**config.mk**
```make
export PLATFORM = sky130hd
export DESIGN_NAME = beta_mem_seq
export DESIGN_NICKNAME = d
export VERILOG_FILES = /design/src/rtl/beta_mem_seq.sv
export SDC_FILE = /design/constraint.sdc
export NUM_CORES = 1
export LEC_CHECK = 0
export ABC_AREA = 1
export CORE_MARGIN = 3
export CORE_UTILIZATION = 43
export DETAILED_ROUTE_END_ITERATION = 7
export PLACE_DENSITY = 0.95
export SETUP_SLACK_MARGIN = 0.02
export SLEW_MARGIN = 20
export SYNTH_ARGS = -nofsm -noshare
export SYNTH_HDL_FRONTEND = slang
export SYNTH_SLANG_ARGS = --single-unit
```
**constraint.sdc**
```tcl
create_clock -name clk -period 2.1 [get_ports clk]
set_input_delay 0.42 -clock clk [delete_from_list [all_inputs] [get_ports clk]]
set_output_delay 0.42 -clock clk [all_outputs]
set_load 0.1 [all_outputs]
```
**src/rtl/beta_mem_seq.sv**
```systemverilog
// Beta MEM-stage sequencer: runs the data-memory req/ack handshake for LD/LDR/ST and stalls the pipe meanwhile.
// Optional watchdog abort on a missing ack is enabled by defining BETA_MEM_TIMEOUT_EN.
module beta_mem_seq #(
    parameter int ADDR_W         = 32,
    parameter int DATA_W         = 32,
    parameter int TIMEOUT_CYCLES = 255
) (
    input  logic              clk,
    input  logic              rst,
    input  logic [5:0]        opcode,
    input  logic              mem_valid,
    input  logic              flush,
    input  logic [ADDR_W-1:0] ma,
    input  logic [DATA_W-1:0] mwd,
    output logic              stall,
    output logic [DATA_W-1:0] ld_data,
    output logic              ld_valid,
    output logic              mem_err,
    output logic              mem_req,
    output logic              mem_we,
    output logic [ADDR_W-1:0] mem_addr,
    output logic [DATA_W-1:0] mem_wdata,
    input  logic              mem_ack,
    input  logic [DATA_W-1:0] mem_rdata
);

    localparam logic [5:0] OP_LD  = 6'b011000;
    localparam logic [5:0] OP_LDR = 6'b011111;
    localparam logic [5:0] OP_ST  = 6'b011001;

    typedef enum logic [1:0] {
        S_IDLE = 2'd0,
        S_WAIT = 2'd1,
        S_DONE = 2'd2
    } state_t;

    state_t            r_state;
    state_t            w_next;
    logic              r_mem_req;
    logic              r_mem_we;
    logic [ADDR_W-1:0] r_mem_addr;
    logic [DATA_W-1:0] r_mem_wdata;
    logic [DATA_W-1:0] r_ld_data;
    logic              r_squash;
    logic              r_mem_err;
    logic              w_is_mem;
    logic              w_start;
    logic              w_expire;

`ifdef BETA_MEM_TIMEOUT_EN
    logic [7:0] r_tmo_cnt;
    // Expiry is flagged in the last permitted WAIT cycle so WAIT lasts exactly TIMEOUT_CYCLES cycles.
    assign w_expire = (r_state == S_WAIT) && !mem_ack && (r_tmo_cnt == 8'(TIMEOUT_CYCLES - 1));
`else
    assign w_expire = 1'b0;
`endif

    assign w_is_mem = (opcode == OP_LD) || (opcode == OP_LDR) || (opcode == OP_ST);
    assign w_start  = !rst && mem_valid && w_is_mem && !flush && (r_state == S_IDLE);

    always_comb begin
        w_next = r_state;
        case (r_state)
            S_IDLE:  if (w_start) w_next = S_WAIT;
            S_WAIT:  if (mem_ack || w_expire) w_next = S_DONE;
            S_DONE:  w_next = S_IDLE;
            default: w_next = S_IDLE;
        endcase
    end

    always_ff @(posedge clk) begin
        if (rst) begin
            r_state     <= S_IDLE;
            r_mem_req   <= 1'b0;
            r_mem_we    <= 1'b0;
            r_mem_addr  <= '0;
            r_mem_wdata <= '0;
            r_ld_data   <= '0;
            r_squash    <= 1'b0;
            r_mem_err   <= 1'b0;
`ifdef BETA_MEM_TIMEOUT_EN
            r_tmo_cnt   <= 8'd0;
`endif
        end else begin
            r_state   <= w_next;
            r_mem_err <= 1'b0;
            case (r_state)
                S_IDLE: begin
                    if (w_start) begin
                        r_mem_addr  <= ma;
                        r_mem_wdata <= mwd;
                        r_mem_we    <= (opcode == OP_ST);
                        r_mem_req   <= 1'b1;
`ifdef BETA_MEM_TIMEOUT_EN
                        r_tmo_cnt   <= 8'd0;
`endif
                    end
                end
                S_WAIT: begin
                    if (flush) r_squash <= 1'b1;
                    if (mem_ack) begin
                        r_mem_req <= 1'b0;
                        if (!r_mem_we) r_ld_data <= mem_rdata;
                    end else if (w_expire) begin
                        r_mem_req <= 1'b0;
                        r_ld_data <= '0;
                        r_mem_err <= 1'b1;
                    end
`ifdef BETA_MEM_TIMEOUT_EN
                    if (!mem_ack) r_tmo_cnt <= r_tmo_cnt + 8'd1;
`endif
                end
                S_DONE:  r_squash <= 1'b0;
                default: r_squash <= 1'b0;
            endcase
        end
    end

    assign stall     = !rst && (w_start || (r_state == S_WAIT));
    assign ld_valid  = (r_state == S_DONE) && !r_mem_we && !r_squash && !r_mem_err;
    assign ld_data   = r_ld_data;
    assign mem_err   = r_mem_err;
    assign mem_req   = r_mem_req;
    assign mem_we    = r_mem_we;
    assign mem_addr  = r_mem_addr;
    assign mem_wdata = r_mem_wdata;

endmodule

```
==> Flow_metrics.wiki, run 1 <==
{| class="wikitable"
! Metric !! Value
|-
| GPL Wtd Cong || 0.8120
|-
| Category of the most critical setup path || in -> out
|-
| Number of antenna-violating nets in the routed design || 0
|-
| Kind of end point of the critical path || output pin
|-
| Number of antenna violations at the first check in global routing || 0
|-
| Hpwl dp || 8.269 mm
|-
| Number of iterations in the first detailed-routing pass || 4
|-
| Instance count of the mapped netlist || 605
|-
| Predominant post-synthesis flop cell || sky130_fd_sc_hd__dfxtp_1
|-
| Yosys top cell by area || sky130_fd_sc_hd__dfxtp_1
|-
| Sw frac || 25.49%
|-
| Hold violation count in the final report || 0
|-
| Worst Slack Setup Final || 0.08952 ns
|-
| Number of vias after detailed routing || 4327
|-
| Wire length per cell || 12.45 um
|-
| Die Height || 104.1 um
|-
| Worst Setup Start Kind || primary input
|-
| Flop pwr share || 53.9%
|-
| Total global-route track usage || 20.87%
|-
| Worst-case clock buffer depth || 2
|-
| Post-route total power || 3.580 mW
|-
| Worst clock skew || 0.008861 ns
|-
| TritonCTS clock tree || built
|-
| Maximum fanout encountered on the critical timing path || 2
|-
| Worst hold slack across all endpoints || 0.4829 ns
|-
| Share of flip-flops with an asynchronous set or reset after synthesis || 0%
|-
| Area share of the leading cell type in the synthesized netlist || 48.82%
|-
| Number of H-tree levels || 3
|-
| Clock Tree Root || sky130_fd_sc_hd__clkbuf_8
|-
| Critical path required time || 1.68 ns
|-
| Combinational Power Share || 13.7%
|-
| Unrepaired setup endpoints after global routing || false
|-
| X dimension of the die || 104.1 um
|-
| Peak Freq || 0.4974 GHz
|-
| Synth cell count leaders || sky130_fd_sc_hd__nor2_1 (205), sky130_fd_sc_hd__dfxtp_1 (101), sky130_fd_sc_hd__nand2_1 (78), sky130_fd_sc_hd__inv_1 (73), sky130_fd_sc_hd__nand3_1 (67)
|-
| Biggest area contributors in the synthesized netlist || sky130_fd_sc_hd__dfxtp_1 (49%), sky130_fd_sc_hd__nor2_1 (19%), sky130_fd_sc_hd__nand3_1 (8.1%), sky130_fd_sc_hd__nand2_1 (7.1%), sky130_fd_sc_hd__inv_1 (6.6%)
|-
| Total core area || 9284 um^2
|-
| Power density over cell area || 567.9 nW/um^2
|-
| DRC violations left || 0
|-
| Total setup buffers inserted after CTS || 0
|-
| Post-synthesis cell type count || 17
|-
| Clock Power Share || 32.4%
|-
| Endpoints failing setup || 0
|-
| Total routed wirelength || 11.57 mm
|-
| Final instance area || 6304 um^2
|-
| Part of the cycle the worst path needs || 95.74%
|-
| Sequential fraction of the synthesis area || 48.82%
|-
| Total negative setup slack || 0 ns
|-
| Pin count of the biggest net entering global routing || 65
|-
| Combined area of all synthesized cells || 4141 um^2
|-
| Number of warnings printed during yosys synthesis || 0
|-
| Class of the most critical hold timing path || reg -> reg
|-
| Most common cell in the synthesized netlist || sky130_fd_sc_hd__nor2_1
|-
| Maximum vdd ir drop || 0.3723 mV
|-
| Starting density of the core || 44.61%
|-
| Syn Area/Cell || 6.845 um^2
|-
| Via density per instance || 4.658
|-
| Clock sink total || 101
|-
| DRT iter0 DRCs || 111
|-
| Post-placement worst setup slack || -0.04465 ns
|-
| Via count of the first global-routing pass || 4107
|-
| Pins Over Slew Limit || 0
|-
| CTS clk-pin slew, worst paths || 0.09 ns
|-
| Post-route core utilization || 67.90%
|-
| Standard-cell rows || 35
|-
| Clock buffer count from CTS || 9
|-
| Final Critical Period || 2.010 ns
|-
| Total overflow reported by the global router || 0
|-
| Internal power consumption || 2.667 mW
|-
| Number of enable-type register cells in the synthesized netlist || 0
|-
| Register bit count reported by yosys || 101
|-
| Area growth from synthesis to final layout || 52.21%
|-
| Count of placed standard cells in the final layout, fillers left out || 929
|-
| Number of buffers inserted by port buffering || 206
|-
| Total Die Area || 10850 um^2
|-
| Wire length of the first global-routing pass || 18.87 mm
|-
| # diodes || 0
|-
| Max cap viols || 0
|-
| Count of hold buffers inserted by post-cts repair || 0
|-
| Leakage power || 2.935 nW
|-
| Net count after synthesis || 712
|-
| Power spent charging and discharging nets || 912.3 uW
|-
| Ports placed on the boundary || 208
|-
| Total Nets Final || 902
|-
| Run status || complete, no violations
|-
| Insertion delay to the later sink of the worst-skew pair || 0.35 ns
|-
| Arrival time of the worst setup path || 1.59 ns
|-
| Share of post-route cells with drive strength above 1 || 17.50%
|-
| Count of placed standard cells including taps || 913
|-
| Placed Area || 6097 um^2
|}
power by group through the flow:
stage | Sequential (mW) | Clock (mW) | Combinational [mW]
2_1_floorplan | 2.06 | 0 | 0.153
4_1_cts | 1.93 | 1.20 | 0.490
5_1_grt | 1.93 | 1.27 | 0.528
3_3_place_gp | 1.98 | 0 | 0.483
3_5_place_dp | 1.98 | 0 | 0.488
6_report | 1.93 | 1.16 | 0.490
kinds of logic (layout without fill, tap and decap cells):
logic type	count (synthesis)	after routing	share of synthesized area, %
flops	101	101	48.82
compound gates	36	36	4.350
buf+inv	113	308	12.36
simple gates	354	354	34.38
other cells	1	1	0.09055
critical path: stages:
cell,delay [ns]
sky130_fd_sc_hd__clkdlybuf4s50_1,0.50
sky130_fd_sc_hd__nand2_1,0.07
sky130_fd_sc_hd__inv_2,0.06
sky130_fd_sc_hd__nand3_2,0.09
sky130_fd_sc_hd__nor2_4,0.11
sky130_fd_sc_hd__nor2_2,0.05
sky130_fd_sc_hd__nor2_4,0.10
sky130_fd_sc_hd__buf_12,0.18
path summary, 6_finish.rpt:
path | start | slack (ns) | end | cells after the start
max | opcode[3] | 0.09 | stall | 8
min reg2reg | mem_req | 0.48 | mem_req | 2
max reg2reg | r_state[0] | 0.50 | mem_wdata[1] | 7
min | mem_req | 0.48 | mem_req | 2
layout make-up:
cell class	count	area, um^2
clock buffers	12	155.1
clock inverters	4	32.53
fillers	769	2980
inverters	75	281.5
multi-input cells	391	1668
flip-flops and latches	101	2022
well taps	129	161.4
repair buffers	217	1983
layer usage:
layer	share of wire, %	GRT usage, %	vias up
met5	0	0	-
met4	2.9	9.022	0
met3	8.1	6.331	28
met2	48	35.56	175
met1	41	24.24	1925
li1	-	-	2199
cells in the final DEF (no fill, tap or decap), types with 3 or more instances in the layout:
| master | count |
|---|---|
| sky130_fd_sc_hd__clkdlybuf4s50_1 | 101 |
| sky130_fd_sc_hd__o21ai_0 | 32 |
| sky130_fd_sc_hd__inv_1 | 72 |
| sky130_fd_sc_hd__dlygate4sd2_1 | 3 |
| sky130_fd_sc_hd__nor2_4 | 4 |
| sky130_fd_sc_hd__nand3_1 | 65 |
| sky130_fd_sc_hd__a21oi_1 | 4 |
| sky130_fd_sc_hd__buf_12 | 7 |
| sky130_fd_sc_hd__nor2_2 | 4 |
| sky130_fd_sc_hd__clkbuf_8 | 11 |
| sky130_fd_sc_hd__nor2_1 | 199 |
| sky130_fd_sc_hd__nand2_1 | 78 |
| sky130_fd_sc_hd__dfxtp_1 | 101 |
| sky130_fd_sc_hd__buf_4 | 104 |
| sky130_fd_sc_hd__inv_2 | 3 |
flip-flops by register name (all words and copies together) (netlist names):
register / cells
ld_data: 32
mem_addr: 32
mem_req: 1
mem_wdata: 32
mem_we: 1
r_squash: 1
r_state: 2
repair_timing:
action / in CTS / in global routing
endpoints found under the setup margin: 1 / 1
resized for setup: 7 / 4
pin swaps: 4 / 4
(Power assumes the default switching activity.)
==> inputs of run 2 (changes only) <==
Settings changed: CORE_UTILIZATION 43 to 35, PLACE_DENSITY 0.95 to 0.84.
==> run 2 against run 1 <==
Against the previous run:
- combinational power is 1% higher
- first-iteration DRC count is 140% higher
- routed wire length grew 1.4%
- final cell count rose by 2.2%
- non-clock buffer count rose by 6
- count of clock-buffer cells in the layout rose by 1
- worst setup slack better by 0.0063 ns
- register-to-register slack improved by 0.03 ns
- global-route usage fell by 3.4 points
- critical path depth unchanged
- highest routed layer unchanged
==> Flow_metrics.wiki, run 2 (same netlist as run 1, synthesis figures left out) <==
{| class="wikitable"
! Metric !! Value
|-
| FF-to-FF setup slack || 0.53 ns (was 0.50 ns)
|-
| Total negative setup slack || 0 ns (unchanged)
|-
| DRC violations left || 0 (unchanged)
|-
| Total routed wirelength || 11.72 mm (was 11.57 mm)
|-
| Arrival time of the worst setup path || 1.58 ns (was 1.59 ns)
|-
| Pin count of the biggest net entering global routing || 56 (was 65)
|-
| Worst-case clock buffer depth || 2 (unchanged)
|-
| Number of antenna-violating nets in the routed design || 0 (unchanged)
|-
| Power density over cell area || 637.3 nW/um^2 (was 567.9 nW/um^2)
|-
| Count of placed standard cells in the final layout, fillers left out || 949 (was 929)
|-
| Worst hold path stage count || 2 (unchanged)
|-
| Most common cell after layout, fill and taps aside || sky130_fd_sc_hd__nor2_1 (unchanged)
|-
| CTS clk-pin slew, worst paths || 0.06 ns (was 0.09 ns)
|-
| GPL Wtd Cong || 0.7884 (was 0.8120)
|-
| Run status || complete, no violations (unchanged)
|-
| Starting density of the core || 35.96% (was 44.61%)
|-
| Number of buffers inserted by port buffering || 206 (unchanged)
|-
| Number of H-tree levels || 3 (unchanged)
|-
| Total core area || 11520 um^2 (was 9284 um^2)
|-
| End point of the most critical hold path || mem_req (unchanged)
|-
| Startpoint of the most critical register-to-register path || r_state[0] (unchanged)
|-
| TritonCTS clock tree || built (unchanged)
|-
| Maximum cell stage delay along the critical path || 0.46 ns (was 0.50 ns)
|-
| Clock Tree Root || sky130_fd_sc_hd__clkbuf_16 (was sky130_fd_sc_hd__clkbuf_8)
|-
| Number of cells on the worst reg-to-reg path || 7 (unchanged)
|-
| Kind of end point of the critical path || output pin (unchanged)
|-
| Category of the most critical setup path || in -> out (unchanged)
|-
| Most frequent cells in the layout || sky130_fd_sc_hd__nor2_1 (199), sky130_fd_sc_hd__buf_4 (109), sky130_fd_sc_hd__dfxtp_1 (101), sky130_fd_sc_hd__clkdlybuf4s50_1 (98), sky130_fd_sc_hd__nand2_1 (78) (was sky130_fd_sc_hd__nor2_1 (199), sky130_fd_sc_hd__buf_4 (104), sky130_fd_sc_hd__clkdlybuf4s50_1 (101), sky130_fd_sc_hd__dfxtp_1 (101), sky130_fd_sc_hd__nand2_1 (78))
|-
| Wire length per cell || 12.35 um (was 12.45 um)
|-
| Via count of the first global-routing pass || 3931 (was 4107)
|-
| Endpoint of the most critical register-to-register path || mem_wdata[26] (was mem_wdata[1])
|-
| Launch point of the worst hold path || mem_req (unchanged)
|-
| Total overflow reported by the global router || 0 (unchanged)
|-
| # diodes || 0 (unchanged)
|-
| Class of the most critical hold timing path || reg -> reg (unchanged)
|-
| Total Die Area || 13170 um^2 (was 10850 um^2)
|-
| Final Critical Period || 2.004 ns (was 2.010 ns)
|-
| Number of vias after detailed routing || 4221 (was 4327)
|-
| Worst Setup Start Kind || primary input (unchanged)
|-
| DRT iter0 DRCs || 267 (was 111)
|-
| Total global-route track usage || 17.50% (was 20.87%)
|-
| Pins Over Slew Limit || 0 (unchanged)
|-
| Area growth from synthesis to final layout || 57.07% (was 52.21%)
|-
| Post-route total power || 4.146 mW (was 3.580 mW)
|-
| Final instance area || 6505 um^2 (was 6304 um^2)
|-
| Share of post-route cells with drive strength above 1 || 18.11% (was 17.50%)
|-
| Maximum fanout encountered on the critical timing path || 2 (unchanged)
|-
| Clock buffer count from CTS || 9 (unchanged)
|-
| Maximum vdd ir drop || 0.5620 mV (was 0.3723 mV)
|-
| Post-route core utilization || 56.49% (was 67.90%)
|-
| Leakage power || 3.036 nW (was 2.935 nW)
|-
| Total Nets Final || 908 (was 902)
|-
| Endpoints failing setup || 0 (unchanged)
|-
| Critical path required time || 1.68 ns (about the same)
|-
| Master of the slowest instance on the critical path || sky130_fd_sc_hd__clkdlybuf4s50_1 (unchanged)
|-
| Max cap viols || 0 (unchanged)
|-
| Unrepaired setup endpoints after global routing || false (unchanged)
|-
| X dimension of the die || 114.8 um (was 104.1 um)
|-
| Hpwl dp || 8.430 mm (was 8.269 mm)
|-
| Worst clock skew || 0.004238 ns (was 0.008861 ns)
|-
| Ordered cell list for the critical path || clkdlybuf4s50_1, nand2_1, inv_2, nand3_2, nor2_4, nor2_2, nor2_4, buf_12 (unchanged)
|-
| Peak Freq || 0.4990 GHz (was 0.4974 GHz)
|-
| Critical Path Most Common Cell || sky130_fd_sc_hd__nor2_4 (unchanged)
|-
| Ports placed on the boundary || 208 (unchanged)
|-
| Hold violation count in the final report || 0 (unchanged)
|-
| Placed Area || 6150 um^2 (was 6097 um^2)
|-
| Via density per instance || 4.448 (was 4.658)
|-
| Clock sink total || 101 (unchanged)
|-
| Wire length of the first global-routing pass || 18.31 mm (was 18.87 mm)
|-
| Die Height || 114.8 um (was 104.1 um)
|-
| Number of antenna violations at the first check in global routing || 0 (unchanged)
|-
| Standard-cell rows || 39 (was 35)
|-
| Number of iterations in the first detailed-routing pass || 4 (unchanged)
|-
| Insertion delay to the later sink of the worst-skew pair || 0.34 ns (was 0.35 ns)
|-
| Part of the cycle the worst path needs || 95.44% (was 95.74%)
|-
| Count of placed standard cells including taps || 930 (was 913)
|}
-- run 2: changes by cell type in the layout (fill, tap and decap cells not counted) --
cell,delta
sky130_fd_sc_hd__buf_12,+1
sky130_fd_sc_hd__buf_4,+5
sky130_fd_sc_hd__bufinv_16,+1
sky130_fd_sc_hd__clkbuf_16,+9
sky130_fd_sc_hd__clkbuf_8,-8
sky130_fd_sc_hd__clkdlybuf4s50_1,-3
sky130_fd_sc_hd__clkinv_2,+1
sky130_fd_sc_hd__clkinv_4,-2
sky130_fd_sc_hd__clkinvlp_4,-1
sky130_fd_sc_hd__dlygate4sd2_1,+3
sky130_fd_sc_hd__nor2_2,-1
sky130_fd_sc_hd__nor2_4,+1
-- run 2: metal layers --
metal	vias up	track usage (%)	part of all wire [%]
li1	2208	-	-
met1	1845	18.87	39
met2	146	30.42	50
met3	22	6.895	9.1
met4	0	7.590	2.4
met5	-	0	0
-- run 2: repair_timing --
item / 4_1_cts / 5_1_grt
setup buffers: 2 / 1
setup endpoints to repair: 1 / 1
pin swaps: 6 / 4
endpoints found under the hold margin: 0 / 0
resized for setup: 12 / 3
hold buffers: 0 / 0
-- run 2: worst max-delay path by stage --
stage / startpoint / to / slack [ns] / cells past startpoint
2_1_floorplan: mem_we / ld_valid / -0.21 / 1
3_3_place_gp: opcode[4] / stall / -0.07 / 8
3_5_place_dp: opcode[4] / stall / -0.08 / 8
4_1_cts: rst / stall / 0.02 / 7
5_1_grt: mem_valid / stall / 0.03 / 8
6_report: mem_valid / stall / 0.1 / 8
-- run 2: area by class of cell --
cell class | count | area (um^2)
clock buffer | 13 | 270.3
clock inverter | 3 | 42.54
fill | 1103 | 5011
inverter | 75 | 281.5
multi-input combinational | 391 | 1673
sequential | 101 | 2022
tap | 143 | 178.9
timing repair buffer | 223 | 2037
-- run 2: power breakdown --
group	internal [mW]	leakage [nW]	switching (mW)	total, mW
Combinational	0.248	2.07	0.248	0.496
Clock	1.02	0.152	0.698	1.72
Sequential	1.93	0.814	0.00606	1.93
-- run 2: metrics by stage --
step	hold slack [ns]	worst slack (ns)
2_1_floorplan	0.4891	-0.2078
3_3_place_gp	0.4626	-0.07091
3_5_place_dp	0.4669	-0.08123
4_1_cts	0.4787	0.02302
5_1_grt	0.4919	0.03120
6_report	0.4706	0.09583
-- run 2: critical path, delay by kind of cell --
family | cells | cell delay, ns
buffers and inverters | 3 | 0.71
AND/OR/NAND/NOR | 5 | 0.45
==> inputs of run 3 (changes only) <==
Clock period 2.1 ns to 1.9 ns, I/O delays scaled along.
==> run 3 against run 2 <==
Against the previous run:
- total power grew 8.0%
- clock skew grew 0.0039 ns
- first-iteration DRC count shrank 10%
- count of clock-buffer cells in the layout grew 1
- non-clock buffer count grew 1
- sequential cell count is the same
- final cell count grew 0.21%
- sequential share of layout area shrank 0.23 points
- clock power grew 4%
- register-to-register slack lost 0.06 ns
- critical path type is now reg -> out
- largest cell class unchanged
==> Flow_metrics.wiki, run 3 (same netlist as run 1, synthesis figures left out) <==
{| class="wikitable"
! Metric !! Value
|-
| Number of buffers inserted by port buffering || 206 (unchanged)
|-
| Clock Tree Root || sky130_fd_sc_hd__clkbuf_16 (unchanged)
|-
| GPL Wtd Cong || 0.7754 (was 0.7884)
|-
| Worst Slack Setup Final || 0.1164 ns (was 0.09583 ns)
|-
| Most frequent cells in the layout || sky130_fd_sc_hd__nor2_1 (198), sky130_fd_sc_hd__buf_4 (106), sky130_fd_sc_hd__dfxtp_1 (98), sky130_fd_sc_hd__clkdlybuf4s50_1 (97), sky130_fd_sc_hd__nand2_1 (77) (was sky130_fd_sc_hd__nor2_1 (199), sky130_fd_sc_hd__buf_4 (109), sky130_fd_sc_hd__dfxtp_1 (101), sky130_fd_sc_hd__clkdlybuf4s50_1 (98), sky130_fd_sc_hd__nand2_1 (78))
|-
| Worst Setup Start Kind || flop (was primary input)
|-
| Hpwl dp || 8.361 mm (was 8.430 mm)
|-
| Category of the most critical setup path || reg -> out (was in -> out)
|-
| Startpoint of the most critical register-to-register path || r_state[0] (unchanged)
|-
| Total Die Area || 13170 um^2 (unchanged)
|-
| DRC violations left || 0 (unchanged)
|-
| Pin count of the biggest net entering global routing || 52 (was 56)
|-
| Total core area || 11520 um^2 (unchanged)
|-
| Endpoint of the most critical register-to-register path || mem_wdata[4] (was mem_wdata[26])
|-
| Maximum vdd ir drop || 0.3737 mV (was 0.5620 mV)
|-
| Power density over cell area || 681.1 nW/um^2 (was 637.3 nW/um^2)
|-
| Die Height || 114.8 um (unchanged)
|-
| Arrival time of the worst setup path || 1.40 ns (was 1.58 ns)
|-
| Total routed wirelength || 11.55 mm (was 11.72 mm)
|-
| Via density per instance || 4.401 (was 4.448)
|-
| Part of the cycle the worst path needs || 93.87%
|-
| X dimension of the die || 114.8 um (unchanged)
|-
| Wire length of the first global-routing pass || 17.84 mm (was 18.31 mm)
|-
| Post-route core utilization || 57.08% (was 56.49%)
|-
| Kind of end point of the critical path || output pin (unchanged)
|-
| Worst clock skew || 0.008186 ns (was 0.004238 ns)
|-
| Critical path required time || 1.52 ns (was 1.68 ns)
|-
| Number of iterations in the first detailed-routing pass || 4 (unchanged)
|-
| TritonCTS clock tree || built (unchanged)
|-
| Clock buffer count from CTS || 9 (unchanged)
|-
| Most common cell after layout, fill and taps aside || sky130_fd_sc_hd__nor2_1 (unchanged)
|-
| Count of placed standard cells in the final layout, fillers left out || 951 (was 949)
|-
| Ports placed on the boundary || 208 (unchanged)
|-
| Clock sink total || 101 (unchanged)
|-
| Starting density of the core || 35.96% (unchanged)
|-
| Share of post-route cells with drive strength above 1 || 18.96% (was 18.11%)
|-
| Endpoints failing setup || 0 (unchanged)
|-
| Peak Freq || 0.5607 GHz
|-
| Total Nets Final || 909 (was 908)
|-
| Worst hold path stage count || 2 (unchanged)
|-
| Unrepaired setup endpoints after global routing || false (unchanged)
|-
| Area growth from synthesis to final layout || 58.73% (was 57.07%)
|-
| Maximum fanout encountered on the critical timing path || 4 (was 2)
|-
| Max cap viols || 0 (unchanged)
|-
| Count of hold buffers inserted by post-cts repair || 0 (unchanged)
|-
| FF-to-FF setup slack || 0.47 ns (was 0.53 ns)
|-
| Final Critical Period || 1.784 ns
|-
| Count of placed standard cells including taps || 932 (was 930)
|-
| Worst-case clock buffer depth || 2 (unchanged)
|-
| Wire length per cell || 12.15 um (was 12.35 um)
|-
| CTS clk-pin slew, worst paths || 0.06 ns (about the same)
|-
| Insertion delay to the later sink of the worst-skew pair || 0.34 ns (about the same)
|-
| Launch point of the worst hold path || mem_addr[13] (was mem_req)
|-
| Number of cells on the worst reg-to-reg path || 8 (was 7)
|-
| Via count of the first global-routing pass || 3763 (was 3931)
|-
| Number of vias after detailed routing || 4185 (was 4221)
|-
| Number of antenna-violating nets in the routed design || 0 (unchanged)
|-
| Pins Over Slew Limit || 0 (unchanged)
|-
| Run status || complete, no violations (unchanged)
|-
| Total overflow reported by the global router || 0 (unchanged)
|-
| Post-route total power || 4.477 mW (was 4.146 mW)
|-
| Total global-route track usage || 16.79% (was 17.50%)
|-
| Standard-cell rows || 39 (unchanged)
|-
| DRT iter0 DRCs || 240 (was 267)
|-
| End point of the most critical hold path || mem_addr[13] (was mem_req)
|-
| Post-placement worst setup slack || -0.1806 ns (was -0.08123 ns)
|-
| Hold violation count in the final report || 0 (unchanged)
|-
| Leakage power || 3.036 nW (about the same)
|-
| Number of H-tree levels || 3 (unchanged)
|-
| Number of antenna violations at the first check in global routing || 1 (was 0)
|-
| Class of the most critical hold timing path || reg -> reg (unchanged)
|}
[run 3: cell count changes in the layout (fill, tap and decap cells not counted), moves of 2 or more]
cell,previous run,this run
sky130_fd_sc_hd__dfxtp_2,0,2
sky130_fd_sc_hd__nor2_4,5,8
sky130_fd_sc_hd__dfxtp_1,101,98
sky130_fd_sc_hd__dlygate4sd2_1,6,9
sky130_fd_sc_hd__buf_4,109,106
sky130_fd_sc_hd__nor2_2,3,1
sky130_fd_sc_hd__dlymetal6s2s_1,2,0
sky130_fd_sc_hd__buf_12,8,12
[run 3: what timing repair did]
item / in CTS / in global routing
buffers inserted: 2 / 0
gates resized for setup: 12 / 0
endpoints found under the setup margin: 1 / 1
pin swaps: 5 / 1
hold endpoints to repair: 0 / 0
[run 3: final cells by class]
type,count,area (um^2)
clock buffers,14,284.0
diodes,1,2.502
clock inverters,2,15.01
flip-flops and latches,101,2028
multi-input cells,391,1693
inverters,75,286.5
repair buffers,224,2086
fillers,1110,4942
well taps,143,178.9
[run 3: worst max-delay path, cell delays in order (launching register included)]
cell	delay, ns
sky130_fd_sc_hd__dfxtp_2	0.35
sky130_fd_sc_hd__nor2_4	0.13
sky130_fd_sc_hd__nand3_2	0.10
sky130_fd_sc_hd__nor2_4	0.14
sky130_fd_sc_hd__nor2_4	0.06
sky130_fd_sc_hd__nor2_4	0.10
sky130_fd_sc_hd__buf_12	0.18
[run 3: how the worst max path moves through the flow]
stage / startpoint / end / cells past startpoint
after global routing: r_state[0] / stall / 6
after floorplan: mem_we / ld_valid / 1
final: r_state[0] / stall / 6
after detailed placement: opcode[4] / stall / 8
after CTS: r_state[0] / stall / 6
after global placement: opcode[4] / stall / 8
[run 3: metal layers]
layer  track usage (%)  vias to the layer above  wire length (um)
li1                  -                     2216                 -
met1             20.10                     1782              4825
met2             27.51                      161              5378
met3             5.316                       26              1022
met4             7.825                        0               325
met5                 0                        -                 0
[run 3: metrics by stage]
step / setup TNS, ns / hold slack, ns / area (um^2)
after floorplan: 0 / 0.4450 / 4214
after global placement: -0.8068 / 0.4623 / 6260
after detailed placement: -1.560 / 0.4725 / 6260
after CTS: 0 / 0.4861 / 6571
after global routing: 0 / 0.4999 / 6574
final: 0 / 0.4812 / 6574
[run 3: power breakdown]
group          switching [mW]  internal, mW  total [mW]
clock network           0.758          1.03        1.79
registers             0.00683          2.13        2.13
logic                   0.277         0.275       0.552
==> RTL edit 1 (flow settings as in run 2) <==
`ADDR_W`: 32 -> 16.
--- a/src/rtl/beta_mem_seq.sv
+++ b/src/rtl/beta_mem_seq.sv
@@ -3,3 +3,3 @@
 module beta_mem_seq #(
-    parameter int ADDR_W         = 32,
+    parameter int ADDR_W         = 16,
     parameter int DATA_W         = 32,
Interface: changed (resized ma and mem_addr); port bits go from 208 to 176. No check against the original RTL was run, so the function may have changed too.
==> RTL edit 1 against run 2 <==
  * Synthesized area is 19% lower
  * Final cell count is 16% lower
  * Die area is 18% lower
  * Worst setup slack improved by 0.024 ns
  * Routed wire length is 24% lower
  * Synthesized cell count is 18% lower
  * Sequential cell count fell by 16
  * Combinational power decreased by 26%
  * Total power is 16% lower
  * Design area shrank 17%
==> RTL edit 1: results (changes against run 2) <==
The run finished with clean final reports. In this run the worst hold path is classified as in2reg. Proportion of synthesized area in mux cells: 0% (unchanged). The run gives 16.6% (-0.90 points) as the overall global routing resource usage.

The compound-gate portion of the synthesized area came out at 5.23% (+0.88 points). For the insertion delay of the later-clocked pin in the worst-skew pair, the log shows 0.34 ns (about the same). The clock input transition at the sequential cells of the worst setup and hold paths was 0.07 ns; the cell internal power dissipation was 2750 µW (-14%). Synthesized netlist net count: 588 (-17%). The total vias in the final route is 3,446 (-18%). The HPWL after detailed placement came out at 6700 µm (-20%).

The final setup skew is 0.00978 ns (+0.00555 ns). The share of synthesized flip-flops with an asynchronous set or reset works out to 0% (unchanged). The maximum clock insertion buffer count is 2 (unchanged), and the fraction of synthesized cell area in xor and xnor cells is 0% (unchanged). The sequential cell area fraction in the yosys report was 50.8% (+2.0 points); the count of cell types in the netlist was 16 (-1). For the total number of H-tree levels, the log shows 3 (unchanged). The number of antenna violations at the first check in global routing is 0 (unchanged). Total CTS buffers: 9 (unchanged). The number of antenna cells inserted is 0 (unchanged), and the area share of fa/ha/maj cells after synthesis is 0% (unchanged).

The pre-CTS setup slack is -0.0512 ns (+0.0300 ns), and the final weighted congestion in routability-driven placement is 0.752 (-4.7%). The number of warning messages in the yosys log was 0 (unchanged); the maximum fanout encountered on the critical timing path was 3 (+1). The number of I/O port buffers was 174 (-16%); the peak supply drop was 0.000353 V (-37%). The pin count of the biggest net entering global routing is 83 (+48%), and the layout net count is 759 (-16%). DRC violation total after the first TritonRoute iteration: 113 (-58%). By area the synthesized netlist is led by dfxtp_1, nor2_1, nand2_1. The fraction of layout cells with a size suffix above 1 was 18.0% (-0.11 points); the wire length of the first global-routing pass was 15,100 µm (-18%). The routed wire length per instance works out to 11.1 µm (-9.8%). The clock root buffer was clkbuf_8.

The run gives 4 (unchanged) as the number of detailed-route iterations in the first pass. The endpoint arrival time on the critical path came out at 1.56 ns (-0.02 ns). By count the netlist is led by nor2_1, nand2_1, dfxtp_1. The total leakage power is 0.00256 µW (-16%).
[RTL edit 1: cells by family after synthesis]
| group | Yosys count |
|---|---|
| buffers and inverters | 86 |
| flip-flops | 85 |
| other | 1 |
| AO/OA/AOI/OAI | 35 |
| AND/OR/NAND/NOR | 290 |
[RTL edit 1: final timing paths]
check	startpoint	to	slack [ns]	depth (start not counted)
max	opcode[0]	stall	0.12	8
min	rst	r_state[1]	0.43	3
max reg2reg	r_state[0]	ld_data[22]	0.64	6
min reg2reg	mem_req	mem_req	0.49	2
[RTL edit 1: layout make-up]
cell class,instances,area [µm²]
Multi-Input combinational cell,326,1310
Clock buffer,11,141
Timing Repair Buffer,186,1710
Tap cell,129,161
Clock inverter,4,120
Sequential cell,85,1700
Inverter,60,225
Fill cell,866,3910
[RTL edit 1: worst max-delay path, stage by stage]
cell	delay (ns)
clkdlybuf4s50_1	0.51
a21oi_1	0.07
nor2_1	0.09
nand2_1	0.09
nand2_1	0.09
nand2_2	0.06
inv_2	0.07
buf_12	0.17
[RTL edit 1: per-layer routing]
metal	part of all wire (%)	global-route usage (%)	vias to the layer above	wire length, µm
li1	-	-	1792	-
met1	42	18.3	1517	3720
met2	48	29.4	129	4280
met3	9.3	6.29	8	831
met4	1.1	5.41	0	94
met5	0	0	-	0
[RTL edit 1: per-stage QoR]
step	area [µm²]	std cells
after global routing	5370	801
after detailed placement	5080	785
final	5370	801
after floorplan	3360	497
after CTS	5340	800
after global placement	5080	785
[RTL edit 1: repair_timing]
item                                    CTS  global route
pin swaps                                 0             7
buffers inserted                          0             1
resized for setup                         4            10
endpoints found under the setup margin    1             1
cloned                                    0             0
hold buffers                              0             0
[RTL edit 1: power by group through the flow]
stage          logic, µW  registers (µW)  clock network (µW)
6_report             368            1620                1470
5_1_grt              400            1620                1600
4_1_cts              370            1620                1520
3_5_place_dp         368            1660                   0
3_3_place_gp         363            1660                   0
2_1_floorplan        103            1720                   0
==> RTL edit 2 (settings of run 2) <==
Without the edit above. Re-encode `state_t` (3 states) as one-hot, 3 bits wide.
--- a/src/rtl/beta_mem_seq.sv
+++ b/src/rtl/beta_mem_seq.sv
@@ -30,6 +30,6 @@
 
-    typedef enum logic [1:0] {
-        S_IDLE = 2'd0,
-        S_WAIT = 2'd1,
-        S_DONE = 2'd2
+    typedef enum logic [2:0] {
+        S_IDLE = 3'b001,
+        S_WAIT = 3'b010,
+        S_DONE = 3'b100
     } state_t;
Check against the original RTL: same outputs for any inputs over 10 cycles, from zero or initial values and one cycle with rst high; not proved beyond that.
==> RTL edit 2 against run 2 <==
  * Worst setup slack worse by 0.0020 ns
  * Design area increased by 9.2%
  * Core utilization shrank 1.3 points
  * Final cell count up 17%
  * Clock skew rose by 0.0047 ns
  * Via count grew 15%
  * Register-to-register slack lost 0.09 ns
  * Synthesized area rose by 14%
  * Total power is 3.5% lower
  * Routed wire length grew 14%
  * Hold slack got worse by 0.0082 ns
  * Non-clock buffer count grew 7
  * Sequential cell count up 1
  * Highest routed layer unchanged
==> RTL edit 2: results (changes against run 2) <==
The flow ran to the end, and the final reports show no timing, DRC or antenna violations. Clock-pin slew was measured on the worst setup and hold paths at 0.07 ns. The critical path launch point type was an input port.

The DRC violation total after the first TritonRoute iteration is 356 (+33%). The sequential share of cell area works out to 28.7% (-2.3 points). The tools report the sequential share of power as 48.6% (+2.0 points).

The mean instance size in the synthesized netlist is 6.41 µm² (-6.3%). The met3 layer usage reported by global route is 5.90% (-1.0 points), and the count of cell types in the netlist is 22 (+5). The tools report the total leakage power as 0.00364 µW (+20%). The register bit total from synthesis is 102 (+0.99%), and the fraction of area in multi-input gates is 24.7% (-0.97 points). The run gives 43.3% (-5.5 points) as the sequential cell area fraction in the yosys report.

Clock buffer instance count of the final layout: 14 (+1). The logs give 0 (unchanged) for the number of antenna violations at the first check in global routing and 17.3% (-0.18 points) for the overall global routing resource usage. The synthesized netlist net count is 842 (+18%), and the via count of the first global-routing pass is 4,396 (+12%). Wire length the detailed router placed on met1: 5560 µm (+22%). The wire length of the first global-routing pass is 20,800 µm (+13%). The logs give 6430 µm (+10%) for the met2 layer wire length in the routed design and 172 (+20%) for the tapcell count. Delay of the slowest cell on the worst path: 0.20 ns (-0.26 ns). The HPWL after detailed placement is 9140 µm (+8.4%), and the insertion delay of the later-clocked pin in the worst-skew pair is 0.34 ns (about the same). For the global routing usage on met1, the log shows 20.1% (+1.3 points). For the post-cts resize count, the log shows 11 (-1). The total placed instance area came out at 6720 µm² (+9.3%). The tools report the final weighted congestion in routability-driven placement as 0.781 (-0.95%). By count the netlist is led by inv_1, nand2_1, nor2_1. The tools report the placed cell count as 1,083 (+16%). The count of filler cells inserted in the layout was 1,223 (+11%); the met2 demand-to-capacity share in global routing was 30.2% (-0.21 points). The run gives 4 (unchanged) as the number of detailed-route iterations in the first pass.

The proportion of cell area spent on the clock network was 4.07% (-0.74 points). The number of non-clock buffers is 230 (+3.1%). The fraction of layout cells with a size suffix above 1 is 16.5% (-1.7 points), and the total CTS buffers is 9 (unchanged).

Detail-routed via count per cell: 4.38 (-1.4%). The run gives 1,038 (+14%) as the layout net count. The final setup skew came out at 0.00889 ns (+0.00465 ns).

The standard cell with the maximum stage delay on the critical path was buf_12. The maximum fanout encountered on the critical timing path came out at 3 (+1). The tools report the pre-CTS setup slack as -0.269 ns (-0.187 ns).

Yosys attributes the largest share of cell area to dfxtp_1, inv_1, nand2_1. The final-layout non-clock buffer area share is 28.7% (-2.6 points), and the number of I/O port buffers is 206 (unchanged). The total setup buffers inserted after CTS is 9 (+7), and the count of multi-input combinational gates is 385 (-1.5%).

The share of synthesized flip-flops with an asynchronous set or reset is 0% (unchanged). The final non-filler cell total is 1,108 (+17%), and the area of combinational cells with multiple inputs is 1760 µm² (+5.1%). The number of ordinary inverters in the final layout came out at 203 (+170%).

The logs give 0.000501 V (-11%) for the peak supply drop and 13,300 µm (+14%) for the total routed wirelength. Classification of the worst-slack hold path: in2reg. The switching share of total power was 23.1% (+0.16 points); the routed wire length on met3 was 1200 µm (+13%). For the pin count of the biggest net entering global routing, the log shows 68 (+21%).
==> RTL edit 2: path summary, 6_finish.rpt <==
path | startpoint | endpoint | slack, ns | cells past startpoint
setup / recovery | opcode[4] | stall | 0.09 | 9
hold / removal | rst | r_state[1] | 0.46 | 3
setup reg to reg | r_state[2] | mem_wdata[7] | 0.44 | 7
hold reg to reg | mem_req | mem_req | 0.48 | 2
==> RTL edit 2: kinds of logic after synthesis <==
logic type	after synthesis	share of synthesized area [%]
and+or+nand+nor	346	31.7
buffers and inverters	248	20.8
DFF	102	43.3
AOI/OAI and AO/OA	38	4.09
other	1	0.0796
==> RTL edit 2: power groups by stage <==
| stage | sequential (µW) | clock (µW) | combinational [µW] |
|---|---|---|---|
| 2_1_floorplan | 2050 | 0 | 136 |
| 3_3_place_gp | 1990 | 0 | 447 |
| 3_5_place_dp | 1990 | 0 | 448 |
| 4_1_cts | 1950 | 1670 | 452 |
| 5_1_grt | 1950 | 1730 | 487 |
| 6_report | 1950 | 1600 | 451 |
